**config.mk**
```make
export PLATFORM = sky130hd
export DESIGN_NAME = cam_ctrl
export DESIGN_NICKNAME = d
export VERILOG_FILES = /design/src/rtl/cam_pkg.sv /design/src/rtl/cam_ctrl.sv
export SDC_FILE = /design/constraint.sdc
export NUM_CORES = 1
export LEC_CHECK = 0
export BUFFER_PORTS_ARGS = -buffer_cell sky130_fd_sc_hd__clkbuf_2
export CELL_PAD_IN_SITES_DETAIL_PLACEMENT = 1
export CELL_PAD_IN_SITES_GLOBAL_PLACEMENT = 1
export CORE_AREA = 2 2 167 120
export DETAILED_ROUTE_END_ITERATION = 12
export DIE_AREA = 0 0 169 122
export PLACE_DENSITY_LB_ADDON = 0.2
export REMOVE_ABC_BUFFERS = 1
export SLEW_MARGIN = 20
export SYNTH_ARGS = -nofsm -noshare
export SYNTH_HDL_FRONTEND = slang
export SYNTH_SLANG_ARGS = --single-unit
export TNS_END_PERCENT = 10
```
**constraint.sdc**
```tcl
create_clock -name clk_i -period 1.8 [get_ports clk_i]
set_input_delay 0.54 -clock clk_i [delete_from_list [all_inputs] [get_ports clk_i]]
set_output_delay 0.54 -clock clk_i [all_outputs]
set_load 0.02 [all_outputs]
```
**src/rtl/cam_pkg.sv**
```systemverilog
// Shared types and default geometry for the CAM front-end controller and the CAM itself.
package cam_pkg;

    localparam int CAM_DATA_WIDTH = 32;
    localparam int CAM_ADDR_WIDTH = 5;

    typedef enum logic [1:0] {
        OP_READ   = 2'd0,
        OP_WRITE  = 2'd1,
        OP_SEARCH = 2'd2,
        OP_INSERT = 2'd3
    } cam_op_e;

    typedef enum logic [2:0] {
        IDLE  = 3'd0,
        ISSUE = 3'd1,
        WAIT  = 3'd2,
        ALLOC = 3'd3,
        RESP  = 3'd4
    } cam_ctrl_state_e;

endpackage

```
**src/rtl/cam_ctrl.sv**
```systemverilog
// Single-command-in-flight front-end for the CAM: strobes the CAM port set, captures
// the result CAM_LAT cycles later and holds one response until the consumer takes it.
//
// state | meaning
// IDLE  | ready for a command
// ISSUE | one CAM strobe is high this cycle
// WAIT  | counting down to the cycle the CAM result is valid
// ALLOC | INSERT missed: writing the key at the victim pointer
// RESP  | response held until rsp_ready_i
module cam_ctrl
    import cam_pkg::*;
#(
    parameter int DATA_WIDTH = CAM_DATA_WIDTH,
    parameter int ADDR_WIDTH = CAM_ADDR_WIDTH,
    parameter int CAM_LAT    = 1
) (
    input  logic                  clk_i,
    input  logic                  rst_i,
    input  logic                  cmd_valid_i,
    output logic                  cmd_ready_o,
    input  logic [1:0]            cmd_op_i,
    input  logic [ADDR_WIDTH-1:0] cmd_index_i,
    input  logic [DATA_WIDTH-1:0] cmd_data_i,
    output logic                  rsp_valid_o,
    input  logic                  rsp_ready_i,
    output logic                  rsp_hit_o,
    output logic [ADDR_WIDTH-1:0] rsp_index_o,
    output logic [DATA_WIDTH-1:0] rsp_data_o,
    output logic                  cam_read_enable_o,
    output logic                  cam_write_enable_o,
    output logic                  cam_search_enable_o,
    output logic [ADDR_WIDTH-1:0] cam_read_index_o,
    output logic [ADDR_WIDTH-1:0] cam_write_index_o,
    output logic [DATA_WIDTH-1:0] cam_write_data_o,
    output logic [DATA_WIDTH-1:0] cam_search_data_o,
    input  logic                  cam_read_valid_i,
    input  logic                  cam_search_valid_i,
    input  logic [DATA_WIDTH-1:0] cam_read_value_i,
    input  logic [ADDR_WIDTH-1:0] cam_search_index_i
);

    localparam int LAT_W = (CAM_LAT > 1) ? $clog2(CAM_LAT) : 1;

    cam_ctrl_state_e       state_q, state_d;
    cam_op_e               op_q, op_d;
    logic [ADDR_WIDTH-1:0] idx_q, idx_d;
    logic [DATA_WIDTH-1:0] data_q, data_d;
    logic [LAT_W-1:0]      lat_q, lat_d;
    logic [ADDR_WIDTH-1:0] victim_q, victim_d;

    logic                  cmd_ready_q, cmd_ready_d;
    logic                  rsp_valid_q, rsp_valid_d;
    logic                  rsp_hit_q, rsp_hit_d;
    logic [ADDR_WIDTH-1:0] rsp_index_q, rsp_index_d;
    logic [DATA_WIDTH-1:0] rsp_data_q, rsp_data_d;
    logic                  rd_en_q, rd_en_d;
    logic                  wr_en_q, wr_en_d;
    logic                  sr_en_q, sr_en_d;
    logic [ADDR_WIDTH-1:0] rd_idx_q, rd_idx_d;
    logic [ADDR_WIDTH-1:0] wr_idx_q, wr_idx_d;
    logic [DATA_WIDTH-1:0] wr_data_q, wr_data_d;
    logic [DATA_WIDTH-1:0] sr_data_q, sr_data_d;

    always_comb begin
        state_d     = state_q;
        op_d        = op_q;
        idx_d       = idx_q;
        data_d      = data_q;
        lat_d       = lat_q;
        victim_d    = victim_q;
        cmd_ready_d = cmd_ready_q;
        rsp_valid_d = rsp_valid_q;
        rsp_hit_d   = rsp_hit_q;
        rsp_index_d = rsp_index_q;
        rsp_data_d  = rsp_data_q;
        rd_en_d     = 1'b0;
        wr_en_d     = 1'b0;
        sr_en_d     = 1'b0;
        rd_idx_d    = rd_idx_q;
        wr_idx_d    = wr_idx_q;
        wr_data_d   = wr_data_q;
        sr_data_d   = sr_data_q;

        case (state_q)
            IDLE: begin
                if (cmd_valid_i && cmd_ready_q) begin
                    op_d        = cam_op_e'(cmd_op_i);
                    idx_d       = cmd_index_i;
                    data_d      = cmd_data_i;
                    cmd_ready_d = 1'b0;
                    state_d     = ISSUE;
                    // Strobes are registered, so they are launched here to be high during ISSUE.
                    case (cam_op_e'(cmd_op_i))
                        OP_READ: begin
                            rd_en_d  = 1'b1;
                            rd_idx_d = cmd_index_i;
                        end
                        OP_WRITE: begin
                            wr_en_d   = 1'b1;
                            wr_idx_d  = cmd_index_i;
                            wr_data_d = cmd_data_i;
                        end
                        default: begin
                            sr_en_d   = 1'b1;
                            sr_data_d = cmd_data_i;
                        end
                    endcase
                end
            end
            ISSUE: begin
                if (op_q == OP_WRITE) begin
                    rsp_valid_d = 1'b1;
                    rsp_hit_d   = 1'b1;
                    rsp_index_d = idx_q;
                    rsp_data_d  = data_q;
                    state_d     = RESP;
                end else begin
                    lat_d   = LAT_W'(CAM_LAT - 1);
                    state_d = WAIT;
                end
            end
            WAIT: begin
                if (lat_q != '0) begin
                    lat_d = lat_q - LAT_W'(1);
                end else if (op_q == OP_READ) begin
                    rsp_valid_d = 1'b1;
                    rsp_hit_d   = cam_read_valid_i;
                    rsp_index_d = idx_q;
                    rsp_data_d  = cam_read_value_i;
                    state_d     = RESP;
                end else if (op_q == OP_INSERT && !cam_search_valid_i) begin
                    wr_en_d   = 1'b1;
                    wr_idx_d  = victim_q;
                    wr_data_d = data_q;
                    state_d   = ALLOC;
                end else begin
                    rsp_valid_d = 1'b1;
                    rsp_hit_d   = cam_search_valid_i;
                    rsp_index_d = cam_search_valid_i ? cam_search_index_i : '0;
                    rsp_data_d  = data_q;
                    state_d     = RESP;
                end
            end
            ALLOC: begin
                rsp_valid_d = 1'b1;
                rsp_hit_d   = 1'b0;
                rsp_index_d = victim_q;
                rsp_data_d  = data_q;
                victim_d    = victim_q + ADDR_WIDTH'(1);
                state_d     = RESP;
            end
            RESP: begin
                if (rsp_ready_i) begin
                    rsp_valid_d = 1'b0;
                    cmd_ready_d = 1'b1;
                    state_d     = IDLE;
                end
            end
            default: begin
                rsp_valid_d = 1'b0;
                cmd_ready_d = 1'b1;
                state_d     = IDLE;
            end
        endcase
    end

    always_ff @(posedge clk_i or negedge rst_i) begin
        if (!rst_i) begin
            state_q     <= IDLE;
            op_q        <= OP_READ;
            idx_q       <= '0;
            data_q      <= '0;
            lat_q       <= '0;
            victim_q    <= '0;
            cmd_ready_q <= 1'b1;
            rsp_valid_q <= 1'b0;
            rsp_hit_q   <= 1'b0;
            rsp_index_q <= '0;
            rsp_data_q  <= '0;
            rd_en_q     <= 1'b0;
            wr_en_q     <= 1'b0;
            sr_en_q     <= 1'b0;
            rd_idx_q    <= '0;
            wr_idx_q    <= '0;
            wr_data_q   <= '0;
            sr_data_q   <= '0;
        end else begin
            state_q     <= state_d;
            op_q        <= op_d;
            idx_q       <= idx_d;
            data_q      <= data_d;
            lat_q       <= lat_d;
            victim_q    <= victim_d;
            cmd_ready_q <= cmd_ready_d;
            rsp_valid_q <= rsp_valid_d;
            rsp_hit_q   <= rsp_hit_d;
            rsp_index_q <= rsp_index_d;
            rsp_data_q  <= rsp_data_d;
            rd_en_q     <= rd_en_d;
            wr_en_q     <= wr_en_d;
            sr_en_q     <= sr_en_d;
            rd_idx_q    <= rd_idx_d;
            wr_idx_q    <= wr_idx_d;
            wr_data_q   <= wr_data_d;
            sr_data_q   <= sr_data_d;
        end
    end

    assign cmd_ready_o         = cmd_ready_q;
    assign rsp_valid_o         = rsp_valid_q;
    assign rsp_hit_o           = rsp_hit_q;
    assign rsp_index_o         = rsp_index_q;
    assign rsp_data_o          = rsp_data_q;
    assign cam_read_enable_o   = rd_en_q;
    assign cam_write_enable_o  = wr_en_q;
    assign cam_search_enable_o = sr_en_q;
    assign cam_read_index_o    = rd_idx_q;
    assign cam_write_index_o   = wr_idx_q;
    assign cam_write_data_o    = wr_data_q;
    assign cam_search_data_o   = sr_data_q;

endmodule
```
# After elaboration in Yosys (flattened, before gate mapping)
# Cells that the tools add are included.
# totals
out_inout_bits	117
regBits	165
# op_classes
addsub	2
reduce_logical	20
mux	58
n_eq_ne	16
bitwise	3
# ops
operator	n
$mux 32	9
$pmux 32 s3	1
$pmux 32 s2	1
$mux 5	10
$mux 1	23
$mux 3	6
$pmux 3 s5	1
$pmux 5 s3	1
$ne 2x2->1 const B	7
$reduce_and 3->1	4
$pmux 5 s2	1
$eq 3x2->1 const B	2
$pmux 1 s3	2
$reduce_and 6->1	1
$add 5x1->5 const B	1
$pmux 1 s5	1
$reduce_and 5->1	1
$eq 2x1->1 const B	2
$logic_not 2->1	2
$pmux 1 s2	2
$reduce_and 2->1	2
$reduce_and 4->1	1
$reduce_bool 2->1	2
$eq 3x1->1 const B	1
other kinds (12)	15

# Longest topological paths before layout
# logic_depth
word_depth	6
depth_mapped	7

# Worst setup path before layout
# No wires, ideal clock.
# synth_path
path_type	flip-flop to flip-flop
start	register state_q[0]
end	register wr_data_q[21] (netlist: cam_write_data_o[21])
t_arrival_ns	1.752
setup_slack_ns	-0.077
period_less_slack_ns	1.877
required_time_ns	1.675
path_stages_with_launch	7
path_cell_list	dfrtp_1 > buf_2 > nor3b_4 > buf_4 > buf_2 > mux2_2 > mux2_2
# synth_via
elab_chain_cells	3
# synth_rtl
item	line	text
from (decl)	cam_ctrl.sv:44	cam_ctrl_state_e state_q, state_d;
from (signal assigned)	cam_ctrl.sv:188	state_q <= state_d;
$eq 3x2->1 or $logic_not 3->1 (tied branches)	cam_ctrl.sv:84	case (state_q)
$ne 2x2->1 (no source line), or another cell as far along	--	
$reduce_and 6->1 (no source line)	--	
to (signal assigned)	cam_ctrl.sv:204	wr_data_q <= wr_data_d;
to (decl)	cam_ctrl.sv:61	logic [DATA_WIDTH-1:0] wr_data_q, wr_data_d;
# Parallel ways exist; a longest one is shown, timed or not.
# A chain may end at the register's enable or synchronous reset.

# Worst setup path after layout
# layout_path
start	register state_q[0]
end	register rsp_data_q[26] (netlist: rsp_data_o[26])
# layout_via
elab_chain_cells	3
# layout_rtl
item	line	text
$eq 3x2->1 or $eq 3x1->1 (tied branches)	cam_ctrl.sv:84	
$ne 3x3->1 (no source line), or another cell as far along	--	
$reduce_and 4->1 (no source line)	--	
to (signal assigned)	cam_ctrl.sv:198	rsp_data_q <= rsp_data_d;
to (decl)	cam_ctrl.sv:55	logic [DATA_WIDTH-1:0] rsp_data_q, rsp_data_d;
# Parallel ways exist; a longest one is shown, timed or not.

==> results.yml <==
global_route:
  grt-ovfl-total: 0
  grt_usage_pct: 19.65
  grt_max_degree: 57
  grt_pass1_vias: 5306
  grt_pass1_wl_um: 30580
  antenna_found_initial: 1
cts:
  cts_buffers: 17
  cts.sinks: 164
  ctsLongestPathBuffers: 2
  insertion_delay_ns: 0.43
  clk_pin_slew_ns: 0.07
  h-tree-depth: 4
  cts_tree: "done"
  root_buffer: "clkbuf_16"
placement:
  placed_area_mm2: 0.008603
  gp_congestion: 0.7775
  place_hpwl_um: 13960
  place_ws_ns: -0.09388
  port_buffers: 198
detailed_routing:
  routed_via_density: 5.029
  ant_nets: 0
  dr_total_vias: 4823
  drc_errors: 0
  wl_per_cell_um: 21.02
  drtIter0Drc: 231
  wirelength_um: 20160
  dr.pass1.iters: 5
floorplanning:
  io-pin-count: 199
  row_count: 43
  die_h_um: 122
  core_mm2: 0.01926
  die_area_mm2: 0.02062
  initial_core_util_pct: 37.08
  die_w_um: 169
final_layout:
  layout.nets: 782
  final_common_cell: "clkbuf_2"
  multi_input_area_mm2: 0.003042
  drive_gt1_share_pct: 67.28
  final_cell_mix: "clkbuf_2 (196), dfrtp_1 (161), mux2_2 (150)"
  stdcell_area_mm2: 0.009612
  finish.utilization_pct: 49.90
  diodes: 0
  n_fill_cell: 1961
  syn2layout_area_growth_pct: 34.58
  seq_area_mm2: 0.004108
synthesis:
  synth_ff_type: "dfrtp_1"
  synth_area_mm2: 0.007142
  synthSimpleGateAreaFrac_pct: 2.383
  synth_top_family_by_area: "multiplexers"
  async_reset_ff_share_pct: 100.0
  synth-edff-count: 0
  synth_fa_ha_area_share_pct: 0.1752
  ys_seq_area_share_pct: 57.48
  synthXorXnorAreaFrac_pct: 0.4905
  synthCells: 470
  synth_compound_area_share_pct: 1.612
  avgSynthCellArea_um2: 15.20
  synthMuxAreaShare_pct: 34.74
  ys_types: 38
  yosys_warnings: 0
  synth-seq-cells: 164
power_and_ir_drop:
  leakagePower_nw: 4.967
  internal-power_mw: 9.608
  switching_share_pct: 33.68
  peakVddDrop_v: 0.0007960
  combPwrFrac_pct: 31.9
  p_switching_mw: 4.880
  power_frac_seq_pct: 41.4
  clkPwrFrac_pct: 26.6
  p_per_area_mw_per_mm2: 1507
setup_path:
  critPathKind: "reg2reg"
  startpoint_type: "flop"
  worstSetupEndpointType: "flop"
  crit_fanout: 6
  cp.arrival_ns: 2.12
  crit_required_ns: 2.10
sta:
  final.setup.worst_slack_ns: -0.02008
  relSlewSlack_pct: 50.61
  min_period_ns: 1.820
  slew_viol_final: 0
  setup_viol_count_final: 10
  worst_pin_slew_ns: 0.7346
  hold_violations: 0
  rsz0062_at_grt: "yes"
  min_period_over_period_pct: 101.1
  fmax_mhz: 549.4
  skew_ns: 0.01368
run_status:
  run_status: "finished with violations"
  violations: "negative setup slack"
job:
  maxCapViolations: 0
min_path:
  hp-class: "in2reg"
-- stage by stage --
stage | power, mW | instances | TNS, ns | hold slack [ns]
4_1_cts | 14.28 | 955 | -1.182 | 0.3499
5_1_grt | 15.27 | 959 | -4.326 | 0.3585
3_3_place_gp | 10.09 | 916 | -3.913 | 0.3812
3_5_place_dp | 10.32 | 916 | -6.367 | 0.3808
6_report | 14.49 | 959 | -0.08143 | 0.3688
2_1_floorplan | 8.463 | 443 | -179.90 | 0.2444
-- cells in the mapped netlist, types with 2 or more instances --
| library cell | count | area [µm²] |
|---|---|---|
| a21oi_1 | 3 | 15.01 |
| a222oi_1 | 5 | 50.05 |
| buf_2 | 12 | 60.06 |
| buf_4 | 3 | 22.52 |
| buf_6 | 8 | 90.09 |
| clkbuf_1 | 2 | 7.510 |
| dfrtp_1 | 163 | 4079 |
| inv_1 | 9 | 33.78 |
| mux2_1 | 58 | 653.1 |
| mux2_2 | 157 | 1768 |
| mux2i_1 | 6 | 60.06 |
| nand2_1 | 7 | 26.28 |
| nand2b_1 | 2 | 12.51 |
| nand4_1 | 2 | 12.51 |
| nor2_1 | 4 | 15.01 |
| nor2b_1 | 2 | 12.51 |
| o21ai_0 | 4 | 20.02 |
| xnor2_1 | 3 | 26.28 |
-- flip-flops by register name, summed over array words and instances, names as in the netlist --
name and cells:
cam_write_data_o 32, data_q 32, rsp_index_o 5, cam_read_enable_o 1, state_q 3, rsp_data_o 32
victim_q 5, cmd_ready_o 1, rsp_valid_o 1, cam_search_enable_o 1, cam_write_index_o 5, idx_q 5
op_q 2, cam_search_data_o 32, cam_read_index_o 5, cam_write_enable_o 1, rsp_hit_o 1
-- worst paths after layout --
check | end | cells past startpoint | slack, ns | startpoint
min in group asynchronous | cam_read_index_o[4] | 2 | 0.51 | rst_i
setup / recovery | rsp_data_o[26] | 6 | -0.02 | state_q[0]
max in group asynchronous | cam_search_data_o[19] | 3 | 0.69 | rst_i
setup reg to reg | rsp_data_o[26] | 6 | -0.02 | state_q[0]
hold / removal | cam_search_data_o[16] | 2 | 0.37 | cmd_data_i[16]
hold reg to reg | cam_search_data_o[30] | 1 | 0.49 | cam_search_data_o[30]
-- final cells by class --
| class | count | share of cell area [%] |
|---|---|---|
| Clock buffer | 19 | 4.712 |
| Clock inverter | 13 | 1.783 |
| Inverter | 9 | 0.3515 |
| Multi-Input combinational cell | 270 | 31.65 |
| Sequential cell | 164 | 42.74 |
| Tap cell | 247 | 3.215 |
| Timing Repair Buffer | 237 | 15.56 |
-- worst max-delay path, cell delays in order, from the launching register on --
cell and delay [ns]:
dfrtp_2 0.44, nor3b_4 0.24, buf_6 0.17, nand2_8 0.10, clkbuf_16 0.19, mux2_1 0.31, mux2_2 0.26
-- kinds of logic after synthesis --
kind of cell    count (synthesis)
buf+inv                        36
xor+xnor                        4
compound gates                 16
fa+ha+maj                       1
mux                           221
simple gates                   28
flops                         164
-- power by group through the flow --
| stage | sequential [mW] | clock (mW) | combinational [mW] |
|---|---|---|---|
| detailed placement | 6.04 | 0 | 4.28 |
| floorplan | 7.00 | 0 | 1.46 |
| global placement | 5.93 | 0 | 4.16 |
| CTS | 5.99 | 3.97 | 4.32 |
| finish | 6.00 | 3.86 | 4.63 |
| global route | 6.19 | 4.13 | 4.95 |
-- layer usage --
layer / vias to the layer above / track usage, % / share of wire [%]
li1: 2152 / - / -
met1: 2510 / 25.43 / 46
met2: 145 / 31.89 / 46
met3: 14 / 6.498 / 6.7
met4: 2 / 5.288 / 0.63
met5: - / 0 / 0.064
-- repair_timing --
item	in CTS	in global routing
endpoints found under the setup margin	99	104
hold buffers	1	0
buffers inserted	5	3
gates resized for setup	12	63
pin swaps	4	3
gates cloned	1	3
hold endpoints to repair	9	0
Note: power is estimated with default switching activity, not from simulation.
